==> src/rtl/pc_pkg.sv <==
// Shared types and the branch-condition evaluator for the program-counter unit.
package pc_pkg;

   typedef enum logic [2:0] {
      SEQ   = 3'd0,
      BR    = 3'd1,
      REG   = 3'd2,
      CALL  = 3'd3,
      CALLR = 3'd4,
      RET   = 3'd5
   } pc_mode_t;

   typedef enum logic [2:0] {
      AL = 3'd0,
      EQ = 3'd1,
      NE = 3'd2,
      LT = 3'd3,
      LE = 3'd4,
      GE = 3'd5,
      GT = 3'd6,
      NV = 3'd7
   } br_cond_t;

   // Signed comparisons derived from the N/V/Z flags of a preceding subtract.
   function automatic logic cond_true(input br_cond_t cond, input logic n,
                                      input logic v, input logic z);
      logic lt;
      lt = n ^ v;
      case (cond)
         AL:      cond_true = 1'b1;
         EQ:      cond_true = z;
         NE:      cond_true = !z;
         LT:      cond_true = lt;
         LE:      cond_true = lt | z;
         GE:      cond_true = !lt;
         GT:      cond_true = !lt & !z;
         default: cond_true = 1'b0;
      endcase
   endfunction

endpackage

==> src/rtl/ras_stack.sv <==
// Return-address stack: circular buffer with write pointer and occupancy count.
module ras_stack
   import pc_pkg::*;
#(
   parameter int AW        = 9,
   parameter int RAS_DEPTH = 4
) (
   input  logic          clk,
   input  logic          reset,
   input  logic          push,
   input  logic          pop,
   input  logic          clr,
   input  logic [AW-1:0] din,
   output logic [AW-1:0] dout,
   output logic          empty,
   output logic          full,
   output logic          ovf,
   output logic          unf
);

   localparam int PW = (RAS_DEPTH > 1) ? $clog2(RAS_DEPTH) : 1;

   logic [PW-1:0] wp;
   logic [PW-1:0] rp;
   logic [PW:0]   count;
   logic [AW-1:0] mem [RAS_DEPTH];

   assign rp    = wp - PW'(1);
   assign dout  = mem[rp];
   assign empty = (count == '0);
   assign full  = (count == (PW+1)'(RAS_DEPTH));
   assign ovf   = push & full;
   assign unf   = pop & empty;

   // A push into a full stack overwrites the oldest slot, which is the one at wp.
   always_ff @(posedge clk or negedge reset) begin
      if (!reset) begin
         wp    <= '0;
         count <= '0;
         for (int i = 0; i < RAS_DEPTH; i++) mem[i] <= '0;
      end else if (clr) begin
         wp    <= '0;
         count <= '0;
      end else if (push) begin
         mem[wp] <= din;
         wp      <= wp + PW'(1);
         if (!full) count <= count + (PW+1)'(1);
      end else if (pop && !empty) begin
         wp    <= rp;
         count <= count - (PW+1)'(1);
      end
   end

endmodule

==> src/rtl/pc_unit.sv <==
// Program counter with conditional branches, register jumps and call/return
// through a hardware return-address stack.
module pc_unit
   import pc_pkg::*;
#(
   parameter int            AW        = 9,
   parameter int            OFFW      = 8,
   parameter int            RAS_DEPTH = 4,
   parameter logic [AW-1:0] RESET_VEC = '0
) (
   input  logic            clk,
   input  logic            reset,
   input  logic            advance,
   input  logic            pc_clr,
   input  logic [2:0]      mode,
   input  logic [2:0]      cond,
   input  logic [OFFW-1:0] offset,
   input  logic [AW-1:0]   target,
   input  logic            n_flag,
   input  logic            v_flag,
   input  logic            z_flag,
   output logic [AW-1:0]   pc,
   output logic [AW-1:0]   link,
   output logic            taken,
   output logic            ras_empty,
   output logic            ras_full,
   output logic [1:0]      ras_err
);

   logic [AW-1:0] seq, rel, off_ext, ras_dout;
   logic [AW-1:0] pc_nxt, link_nxt;
   logic          taken_nxt, push, pop, ovf, unf, br_ok;

   assign off_ext = AW'($signed(offset));
   assign seq     = pc + AW'(1);
   assign rel     = seq + off_ext;
   assign br_ok   = cond_true(br_cond_t'(cond), n_flag, v_flag, z_flag);

   ras_stack #(.AW(AW), .RAS_DEPTH(RAS_DEPTH)) u_ras (
      .clk   (clk),
      .reset (reset),
      .push  (push),
      .pop   (pop),
      .clr   (pc_clr),
      .din   (seq),
      .dout  (ras_dout),
      .empty (ras_empty),
      .full  (ras_full),
      .ovf   (ovf),
      .unf   (unf)
   );

   // pc_clr wins over advance; reserved modes fall through to sequential.
   always_comb begin
      pc_nxt    = pc;
      link_nxt  = link;
      taken_nxt = taken;
      push      = 1'b0;
      pop       = 1'b0;
      if (pc_clr) begin
         pc_nxt    = RESET_VEC;
         taken_nxt = 1'b0;
      end else if (advance) begin
         case (mode)
            BR: begin
               pc_nxt    = br_ok ? rel : seq;
               taken_nxt = br_ok;
            end
            REG: begin
               pc_nxt    = target;
               taken_nxt = 1'b1;
            end
            CALL: begin
               pc_nxt    = rel;
               link_nxt  = seq;
               push      = 1'b1;
               taken_nxt = 1'b1;
            end
            CALLR: begin
               pc_nxt    = target;
               link_nxt  = seq;
               push      = 1'b1;
               taken_nxt = 1'b1;
            end
            RET: begin
               pc_nxt    = ras_empty ? target : ras_dout;
               pop       = 1'b1;
               taken_nxt = 1'b1;
            end
            default: begin
               pc_nxt    = seq;
               taken_nxt = 1'b0;
            end
         endcase
      end
   end

   always_ff @(posedge clk or negedge reset) begin
      if (!reset) begin
         pc      <= RESET_VEC;
         link    <= '0;
         taken   <= 1'b0;
         ras_err <= 2'b00;
      end else begin
         pc      <= pc_nxt;
         link    <= link_nxt;
         taken   <= taken_nxt;
         ras_err <= ras_err | {unf, ovf};
      end
   end

endmodule
==> config.mk <==
export PLATFORM = sky130hd
export DESIGN_NAME = pc_unit
export DESIGN_NICKNAME = d
export VERILOG_FILES = /design/src/rtl/pc_pkg.sv /design/src/rtl/ras_stack.sv /design/src/rtl/pc_unit.sv
export SDC_FILE = /design/constraint.sdc
export NUM_CORES = 1
export LEC_CHECK = 0
export ABC_AREA = 1
export BUFFER_PORTS_ARGS = -buffer_cell sky130_fd_sc_hd__clkbuf_2
export CORE_MARGIN = 8
export CORE_UTILIZATION = 39
export CTS_CLUSTER_DIAMETER = 150
export DETAILED_ROUTE_END_ITERATION = 12
export SLEW_MARGIN = 20
export SYNTH_ARGS = -nofsm -noshare
export SYNTH_HDL_FRONTEND = slang
export SYNTH_SLANG_ARGS = --single-unit
==> constraint.sdc <==
create_clock -name clk -period 4.05 [get_ports clk]
set_input_delay 0.2025 -clock clk [delete_from_list [all_inputs] [get_ports clk]]
set_output_delay 0.2025 -clock clk [all_outputs]
set_load 0.03 [all_outputs]
# After elaboration in Yosys (flattened, before gate mapping)
# Index checks and enable logic that the tools add are counted.
# W data, S select, Z words.
word_totals:
  ff_bits: 62
  input_bits: 30
  out_inout_bits: 23
  wordCells: 84
op_classes:
  addsub: 6
  order_cmp: 3
  n_eq_ne: 13
  n_mux: 28
  n_bitwise: 9
  reduce_logical: 15
ops:
  columns: ["cell", "count"]
  rows:
  - ["$mux W9", 7]
  - ["$bwmux W36", 1]
  - ["$pmux W9 S4", 1]
  - ["$bmux W9 S2", 1]
  - ["$demux W9 S2", 1]
  - ["$eq A3 B3 Y1 const B", 6]
  - ["$eq A3 B2 Y1 const B", 4]
  - ["$mux W3", 4]
  - ["$add A9 B1 Y9 const B", 1]
  - ["$add A9 B9 Y9", 1]
  - ["$mux W1", 8]
  - ["$pmux W1 S7", 1]
  - ["$eq A3 B1 Y1 const B", 2]
  - ["$ge A3 B3 Y1 const B", 2]
  - ["$logic_not A3 Y1", 2]
  - ["$mux W2", 3]
  - ["$not A2 Y3", 2]
  - ["$reduce_and A2 Y1", 2]
  - ["$reduce_or A2 Y1", 2]
  - ["$reduce_or A4 Y1", 1]
  - ["$add A3 B1 Y3 const B", 1]
  - ["$and A1 B1 Y1", 3]
  - ["$logic_not A1 Y1", 3]
  - ["$lt A3 B1 Y1 const B", 1]
  - ["other kinds (13)", 14]

# Logic depth before layout (Yosys ltp)
# Gate-level depths: netlist of run 1.
logic_depth:
  depth_word: 9
  ltp_mapped: 19

# Cells and area by module
# Synthesis of run 1 repeated with hierarchy kept, for this count alone.
unflattened:
  cells_unflattened: 556
  hier_area_um2: 4011.3
modules_own_cells:
  columns: ["module", "n_inst", "cells_each", "area_each_um2"]
  rows:
  - ["ras_stack", 1, 233, 2039.5]
  - ["pc_unit", 1, 323, 1971.9]

# Least setup slack after synthesis of run 1
# Ideal clock, no wire load.
synth_path:
  kind: "reg2reg"
  start: "reg pc[0]"
  end: "reg pc[7]"
  arrival_time_ps: 2481
  t_required_ps: 3933
  path_slack_ps: 1452
  stages_incl_launch_ff: 17
  path_buffers: 0
  period_less_slack_ps: 2598
  path_cell_list: "dfrtp_1 ha_1 nand2_2 nor2_8 nand3_4 xor2_2 ha_1 nand2_1 inv_1 a21oi_1 nand3_1 nand2_1 inv_1 nand2_1 nand3_1 nand2_1 nand2_1"
synth_via:
  elab_chain_cells: 6
synth_rtl:
  columns: ["element", "line", "text"]
  rows:
  - ["start: declaration", "pc_unit.sv:22", "output logic [AW-1:0] pc,"]
  - ["start signal: assignment", "pc_unit.sv:105", "pc <= pc_nxt;"]
  - ["$add A9 B1 Y9 (*)", "pc_unit.sv:35", "assign seq = pc + AW'(1);"]
  - ["named net seq[6]", "pc_unit.sv:30", "logic [AW-1:0] seq, rel, off_ext, ras_dout;"]
  - ["$add A9 B9 Y9 (*)", "pc_unit.sv:36", "assign rel = seq + off_ext;"]
  - ["$mux W9", "pc_unit.sv:66", "pc_nxt = br_ok ? rel : seq;"]
  - ["$pmux W9 S4 (*)", "pc_unit.sv:64", "case (mode)"]
  - ["$mux W9 (*)", "pc_unit.sv:63", "end else if (advance) begin"]
  - ["$mux W9 (*)", "pc_unit.sv:60", "if (pc_clr) begin"]
# Mark *: on every way through the listed nets, which the timed path passes. The rest lies on a longest branch. The select of a mux whose other input is x is not followed.
# A chain may end at the register's enable or synchronous reset.

# Worst setup path after layout of run 1
# Ends and elaborated chain as after synthesis.

==> results of run 1 <==
## cell type report
cell class                 count  share of cell area [%]
tap                          136                   3.702
clock inverter                 2                  0.8165
clock buffer                  14                   3.974
timing repair buffer          54                   5.988
inverter                      87                   7.158
multi-input combinational    396                   44.61
sequential                    62                   33.75
## logic make-up (layout without fill, tap and decap cells)
kind of cell / after synthesis / count (layout) / share of synthesized area (%)
xor gates and xnor gates: 10 / 10 / 2.829
buffers and inverters: 101 / 157 / 10.51
and+or+nand+nor: 289 / 289 / 32.23
DFF: 62 / 62 / 38.55
AOI/OAI and AO/OA: 82 / 82 / 10.85
adders and majority gates: 15 / 15 / 5.036
## state kept, by name, summed over array words and instances, names as in the netlist
name and cells:
u_ras.mem 36, taken 1, u_ras.count 3, ras_err 2, pc 9, link 9, u_ras.wp 2
## worst min-delay path by stage
stage / to / slack, ns / cells after the start
2_1_floorplan: link[0]$_DFFE_PN0P_ / -0.09 / 0
3_3_place_gp: link[3]$_DFFE_PN0P_ / 0.43 / 2
3_5_place_dp: link[2]$_DFFE_PN0P_ / 0.43 / 2
4_1_cts: ras_err[1]$_DFF_PN0_ / 0.06 / 2
5_1_grt: u_ras.mem[2]$_DFFE_PN0P_ / 0.11 / 2
6_report: ras_err[1]$_DFF_PN0_ / 0.04 / 2
## cells in the final DEF (no fill, tap or decap), types with 3 or more instances in the layout
cell type / netlist / routed
a21oi_1: 14 / 14
clkbuf_2: 0 / 52
clkbuf_8: 0 / 13
dfrtp_1: 62 / 62
ha_1: 13 / 13
inv_1: 77 / 77
inv_2: 9 / 9
nand2_1: 179 / 179
nand2_2: 15 / 15
nand3_1: 42 / 42
nand3_2: 6 / 6
nand4_1: 3 / 3
nor2_1: 31 / 31
nor2_2: 4 / 4
o211ai_1: 4 / 4
o21ai_0: 37 / 37
o21ai_1: 21 / 21
xor2_1: 6 / 6
## through the flow
step | cell area, µm² | instances | power [W] | setup WS, ns
after detailed placement | 4377 | 735 | 0.001474 | 1.305
final | 4597 | 751 | 0.002064 | 1.297
after floorplan | 4025 | 559 | 0.001282 | 1.452
after CTS | 4597 | 751 | 0.002087 | 1.286
after global placement | 4377 | 735 | 0.001461 | 1.387
after global routing | 4597 | 751 | 0.002211 | 0.9988
## worst register-to-register path: stages, from the launching register on
cell and delay [ns]:
dfrtp_1 0.52, ha_1 0.25, nand2_2 0.10, nor2_8 0.19, nand3_4 0.09, xor2_2 0.38, ha_1 0.36, nand2_1 0.12
inv_1 0.04, a21oi_1 0.18, nand3_1 0.09, nand2_1 0.07, inv_1 0.04, nand2_1 0.04, nand3_1 0.06, nand2_1 0.06
nand2_1 0.05
## power breakdown
group | switching (W) | internal (W) | leakage, nW
clock network | 0.000254 | 0.000352 | 0.109
logic | 0.000436 | 0.000214 | 1.64
registers | 0.0000686 | 0.000738 | 0.817
total | 0.000759 | 0.00130 | 2.57
## Yosys cell counts (3+ instances only)
| cell type | n |
|---|---|
| ha_1 | 13 |
| dfrtp_1 | 62 |
| buf_6 | 3 |
| o211ai_1 | 4 |
| nor2_1 | 31 |
| o21ai_1 | 21 |
| inv_2 | 9 |
| nand2_1 | 179 |
| nand2_2 | 15 |
| nand4_1 | 3 |
| xor2_1 | 6 |
| nand3_2 | 6 |
| buf_2 | 9 |
| nor2_2 | 4 |
| nand3_1 | 42 |
| o21ai_0 | 37 |
| inv_1 | 77 |
| a21oi_1 | 14 |
## layer usage
layer  GRT usage (%)  part of all wire [%]  up-vias
met5               0                     0        -
met4           4.964                   1.4        0
met3           3.309                   4.7       14
met2           25.79                    46       87
met1           20.82                    48     1733
li1                -                     -     1862
==> metrics.md, run 1 <==
| Metric | Value |
|---|---|
| Outcome | completed |
| Synth Register Bits | 62 |
| Max-slew violation count | 0 |
| Multi-input logic area | 2051 µm² |
| Final Setup Violations | 0 |
| Reg area | 1551 µm² |
| Worst-margin pin slew | 0.7981 ns |
| Gpl congestion | 0.8652 |
| Setup TNS | 0 ns |
| Gate Count Post-Synth | 559 |
| Die ar. | 13,830 µm² |
| First-pass GRT wire length | 18,080 µm |
| Hold Vio Cnt, Final | 0 |
| Cell Rows | 37 |
| FF-to-FF End | pc[7]$_DFFE_PN0P_ |
| Hold WC Path Type | in -> async |
| Worst EP arrival | 3.00 ns |
| Netlist cell types | 35 |
| RSZ-0062 raised after global routing | false |
| Layout cells sized above 1 | 18.21% |
| Ant diodes | 0 |
| DRT iter0 DRCs | 297 |
| Critical Path Start | pc[0]$_DFFE_PN0P_ |
| Slowest stage delay, CP | 0.52 ns |
| Critical R2R Launch | pc[0]$_DFFE_PN0P_ |
| Slew Limit Headroom | 46.79% |
| Top Ports | 53 |
| Post-synth EDFFs | 0 |
| Post-CTS Setup Bufs | 0 |
| DPL Wire Length | 7999 µm |
| Post-synth top area cell | dfrtp_1 |
| Syn_nets | 604 |
| Worst EP required | 4.29 ns |
| Per-cell routed wire length | 14.43 µm |
| Vias in the first global route | 3,641 |
| # hold bufs at CTS | 0 |
| Worst hold slack | 0.04320 ns |
| Synth Flop Type | dfrtp_1 |
| CP Max Fanout | 10 |
| Clock Latency Late Sink | 0.34 ns |
| CTS tree | done |
| Synth top area share | 38.55% |
| Largest net degree at the start of global routing | 63 |
| Reg clk slew, reported paths | 0.08 ns |
| Tot GR Track Use | 15.92% |
| CTS Root Cell | clkbuf_8 |
| Period Utilization, post-route | 67.98% |
| Clk sinks | 62 |
| Post-Syn Area | 4025 µm² |
| Crit-path leading delay family | simple AND/OR/NAND/NOR gates |
| Worst path slowest cell | dfrtp_1 |
| CTS max path bufs | 2 |
| Reg2Reg Depth | 16 |
| Worst setup endpoint | pc[7]$_DFFE_PN0P_ |
| Final min period | 2.753 ns |
| Die height | 117.6 µm |
| Synth area leaders | dfrtp_1 39%, nand2_1 17%, inv_1 7.2%, nand3_1 5.2%, o21ai_0 4.6% |
| Initial cell density of the core | 39.52% |
| R2R Setup Slk | 1.30 ns |
| Fmax | 0.3632 GHz |
| I/O Buffers | 52 |
| Synth async-reset ratio | 100.0% |
| Worst vdd ir | 0.2110 mV |
| Sequential fraction of the synthesis area | 38.55% |
| Crit path buf inv count | 2 |
| Grt total ovfl | 0 |
| Antenna violations before repair | 0 |
| Total stage count of the critical path | 16 |
| Max-cap viol count | 0 |
| Detailed-router iteration count before antenna repair | 5 |
| Worst Setup Start Kind | flip-flop |
| Crit path capture type | flip-flop |
| Mean Syn Cell Area | 7.201 µm² |
| Nets | 655 |
| # resized after CTS | 0 |
| Synth-to-layout area growth | 14.21% |
| Via/cell ratio | 4.921 |
| Core Area | 10,180 µm² |
| DRC Markers | 0 |
| Pwr dens | 448.9 nW/µm² |
| CP Class | reg -> reg |
| Die Span X | 117.6 µm |
| Antenna Nets Post-Route | 0 |
| Synth Warn # | 0 |
| WL final | 10,840 µm |
| Leakage Power | 2.569 nW |
| Util after Layout | 45.14% |
| Crit path top cell by count | nand2_1 |
| Filler Cell Count | 1,065 |
| Vias | 3,696 |
| Setup Skew | 0.01376 ns |
| Cts bufs inserted | 9 |
| Htree depth | 3 |
| Crit-path cells | ha_1, nand2_2, nor2_8, nand3_4, xor2_2, ha_1, nand2_1, inv_1, a21oi_1, nand3_1, nand2_1, inv_1, nand2_1, nand3_1, nand2_1, nand2_1 |
No activity file was read; power rests on OpenSTA's default activity.
==> run 2, diff against run 1 <==
==> constraint.sdc (replaced) <==
create_clock -name clk -period 2.2 [get_ports clk]
set_input_delay 0.11 -clock clk [delete_from_list [all_inputs] [get_ports clk]]
set_output_delay 0.11 -clock clk [all_outputs]
set_load 0.03 [all_outputs]
==> run 2 against run 1 <==
Cell area rose by 5.9%. Critical endpoint is now pc[4]$_DFFE_PN0P_. Combinational power rose by 100%. Clock power is 46% higher. Via count rose by 0.27%.
==> metrics.md, run 2 (same netlist as run 1, synthesis figures left out) <==
| Metric | Value |
|---|---|
| Outcome | completed (unchanged) |
| Worst hold path stage count | 4 |
| Period Utilization, post-route | 98.22% (was 67.98%) |
| M1 WL | 5092 µm (was 5177 µm) |
| Ant diodes | 0 (unchanged) |
| CTS max path bufs | 2 (unchanged) |
| Crit path capture type | flip-flop (unchanged) |
| Crit path top cell by count | nand2_1 (unchanged) |
| Total power | 0.003679 W (was 0.002064 W) |
| Worst EP required | 2.45 ns (was 4.29 ns) |
| Worst vdd ir | 0.3957 mV (was 0.2110 mV) |
| Antenna violations before repair | 0 (unchanged) |
| Core Area | 10,180 µm² (unchanged) |
| Worst path slowest cell | dfrtp_2 (was dfrtp_1) |
| Clock Latency Late Sink | 0.35 ns (was 0.34 ns) |
| First-pass GRT wire length | 18,550 µm (was 18,080 µm) |
| Slowest stage delay, CP | 0.45 ns (was 0.52 ns) |
| Slew Limit Headroom | 43.50% (was 46.79%) |
| Total stage count of the critical path | 14 (was 16) |
| Crit-path cells | ha_4, xor2_2, ha_1, buf_4, nand2_1, inv_1, nand2_1, nand2_2, xnor2_2, inv_1, nand2_1, nand3_1, nand2_1, nand2_1 (was ha_1, nand2_2, nor2_8, nand3_4, xor2_2, ha_1, nand2_1, inv_1, a21oi_1, nand3_1, nand2_1, inv_1, nand2_1, nand3_1, nand2_1, nand2_1) |
| Reg clk slew, reported paths | 0.08 ns (about the same) |
| Die ar. | 13,830 µm² (unchanged) |
| Initial cell density of the core | 39.52% (unchanged) |
| Htree depth | 3 (unchanged) |
| Util after Layout | 47.79% (was 45.14%) |
| Cts bufs inserted | 9 (unchanged) |
| Final Setup Violations | 0 (unchanged) |
| CTS tree | done (unchanged) |
| Via/cell ratio | 4.788 (was 4.921) |
| DPL Wire Length | 8347 µm (was 7999 µm) |
| Pwr dens | 755.8 nW/µm² (was 448.9 nW/µm²) |
| Most frequent cells in the layout | 174 x nand2_1, 76 x inv_1, 58 x dfrtp_1 (was 179 x nand2_1, 77 x inv_1, 62 x dfrtp_1) |
| Clk sinks | 62 (unchanged) |
| Largest registers | u_ras.mem x36, link x9, pc x9 (unchanged) |
| CTS Root Cell | clkbuf_8 (unchanged) |
| DRT iter0 DRCs | 237 (was 297) |
| Fmax | 0.4628 GHz (was 0.3632 GHz) |
| Vias | 3,706 (was 3,696) |
| Largest Register | u_ras.mem (unchanged) |
| Die Span X | 117.6 µm (unchanged) |
| Layout cells sized above 1 | 24.76% (was 18.21%) |
| WL met2 | 5138 µm (was 4999 µm) |
| Max-slew violation count | 0 (unchanged) |
| Nets | 678 (was 655) |
| Die height | 117.6 µm (unchanged) |
| Hold Vio Cnt, Final | 0 (unchanged) |
| Top Ports | 53 (unchanged) |
| Final min period | 2.161 ns (was 2.753 ns) |
| Worst-margin pin slew | 0.8445 ns (was 0.7981 ns) |
| DRC Markers | 0 (unchanged) |
| WL met3 | 459 µm (was 507 µm) |
| Gpl congestion | 0.8734 (was 0.8652) |
| CP Max Fanout | 4 (was 10) |
| Number of flip-flops in the largest register | 36 (unchanged) |
| Crit-path leading delay family | adder cells (was simple AND/OR/NAND/NOR gates) |
| Grt total ovfl | 0 (unchanged) |
| Cell Rows | 37 (unchanged) |
| Reg2Reg Depth | 14 (was 16) |
| Commonest non-fill, non-tap cell in the layout | nand2_1 (unchanged) |
| Final worst slack | 0.03911 ns (was 1.297 ns) |
| RSZ-0062 raised after global routing | true (was false) |
| Worst EP arrival | 2.41 ns (was 3.00 ns) |
| Per-cell routed wire length | 14.02 µm (was 14.43 µm) |
| Tot GR Track Use | 16.40% (was 15.92%) |
| Pre-CTS setup slack | -0.02306 ns (was 1.305 ns) |
| Detailed-router iteration count before antenna repair | 4 (was 5) |
| Top layer in use | met4 (unchanged) |
| Antenna Nets Post-Route | 0 (unchanged) |
| Leakage Power | 2.683 nW (was 2.569 nW) |
| Largest net degree at the start of global routing | 29 (was 63) |
| CP Class | reg -> reg (unchanged) |
| WL final | 10,850 µm (was 10,840 µm) |
| Worst Setup Start Kind | flip-flop (unchanged) |
| I/O Buffers | 52 (unchanged) |
| Hold WC Path Type | in -> reg (was in -> async) |
| Synth-to-layout area growth | 20.92% (was 14.21%) |
| Vias in the first global route | 3,813 (was 3,641) |
| Setup TNS | 0 ns (unchanged) |
| Setup Skew | 0.01451 ns (was 0.01376 ns) |
| Max-cap viol count | 0 (unchanged) |
| Crit path buf inv count | 3 (was 2) |
[run 2: cell count changes in the layout (fill, tap and decap cells not counted), sizes merged]
cell	change
buf	+22
dlygate4sd3	+1
clkbuf	-4
bufinv	-1
clkinv	+4
inv	+1
[run 2: what timing repair did]
item | 4_1_cts | 5_1_grt
hold buffers | 1 | 0
resized for setup | 1 | 19
hold endpoints to repair | 22 | 0
setup endpoints to repair | 1 | 6
pin swaps | 0 | 10
buffers inserted | 0 | 6
[run 2: final timing paths]
path / endpoint / startpoint / slack [ns]
min in group asynchronous: link[3]$_DFFE_PN0P_ / reset / 0.30
worst min register to register: ras_err[0]$_DFF_PN0_ / ras_err[0]$_DFF_PN0_ / 0.47
worst max-delay path: pc[4]$_DFFE_PN0P_ / pc[1]$_DFFE_PN0P_ / 0.04
worst max register to register: pc[4]$_DFFE_PN0P_ / pc[1]$_DFFE_PN0P_ / 0.04
worst min-delay path: u_ras.wp[0]$_DFFE_PN0P_ / advance / 0.19
max in group asynchronous: u_ras.mem[16]$_DFFE_PN0P_ / reset / 1.04
[run 2: stage by stage]
step | cells | instance area (µm²) | hold slack [ns]
5_1_grt | 774 | 4867 | 0.2103
4_1_cts | 768 | 4722 | 0.1665
3_3_place_gp | 751 | 4547 | 0.1489
2_1_floorplan | 559 | 4075 | -0.1856
3_5_place_dp | 751 | 4547 | 0.1586
6_report | 774 | 4867 | 0.1872
[run 2: report_power, final]
part | switching [W] | leakage, nW | internal, W
Clock | 0.000477 | 0.0862 | 0.000405
Combinational | 0.000841 | 1.79 | 0.000477
Sequential | 0.000119 | 0.811 | 0.00136
[run 2: metal layers]
metal / global-route usage [%] / vias to the layer above
met5: 0 / -
met3: 4.317 / 16
met1: 20.61 / 1721
met2: 27.33 / 67
met4: 4.163 / 0
li1: - / 1902
[run 2: tightest hold or removal path, stage by stage]
cell,delay (ns)
clkbuf_2,0.10
nand2_1,0.06
nand3_2,0.13
o21ai_0,0.08
[run 2: cell type report]
cell class              count  area, µm²
clock buffers              10      127.6
repair buffers             77      454.2
multi-input cells         396       2193
flip-flops and latches     62       1556
well taps                 136      170.2
clock inverters             6      36.28
inverters                  87      329.1
fillers                  1038       5318
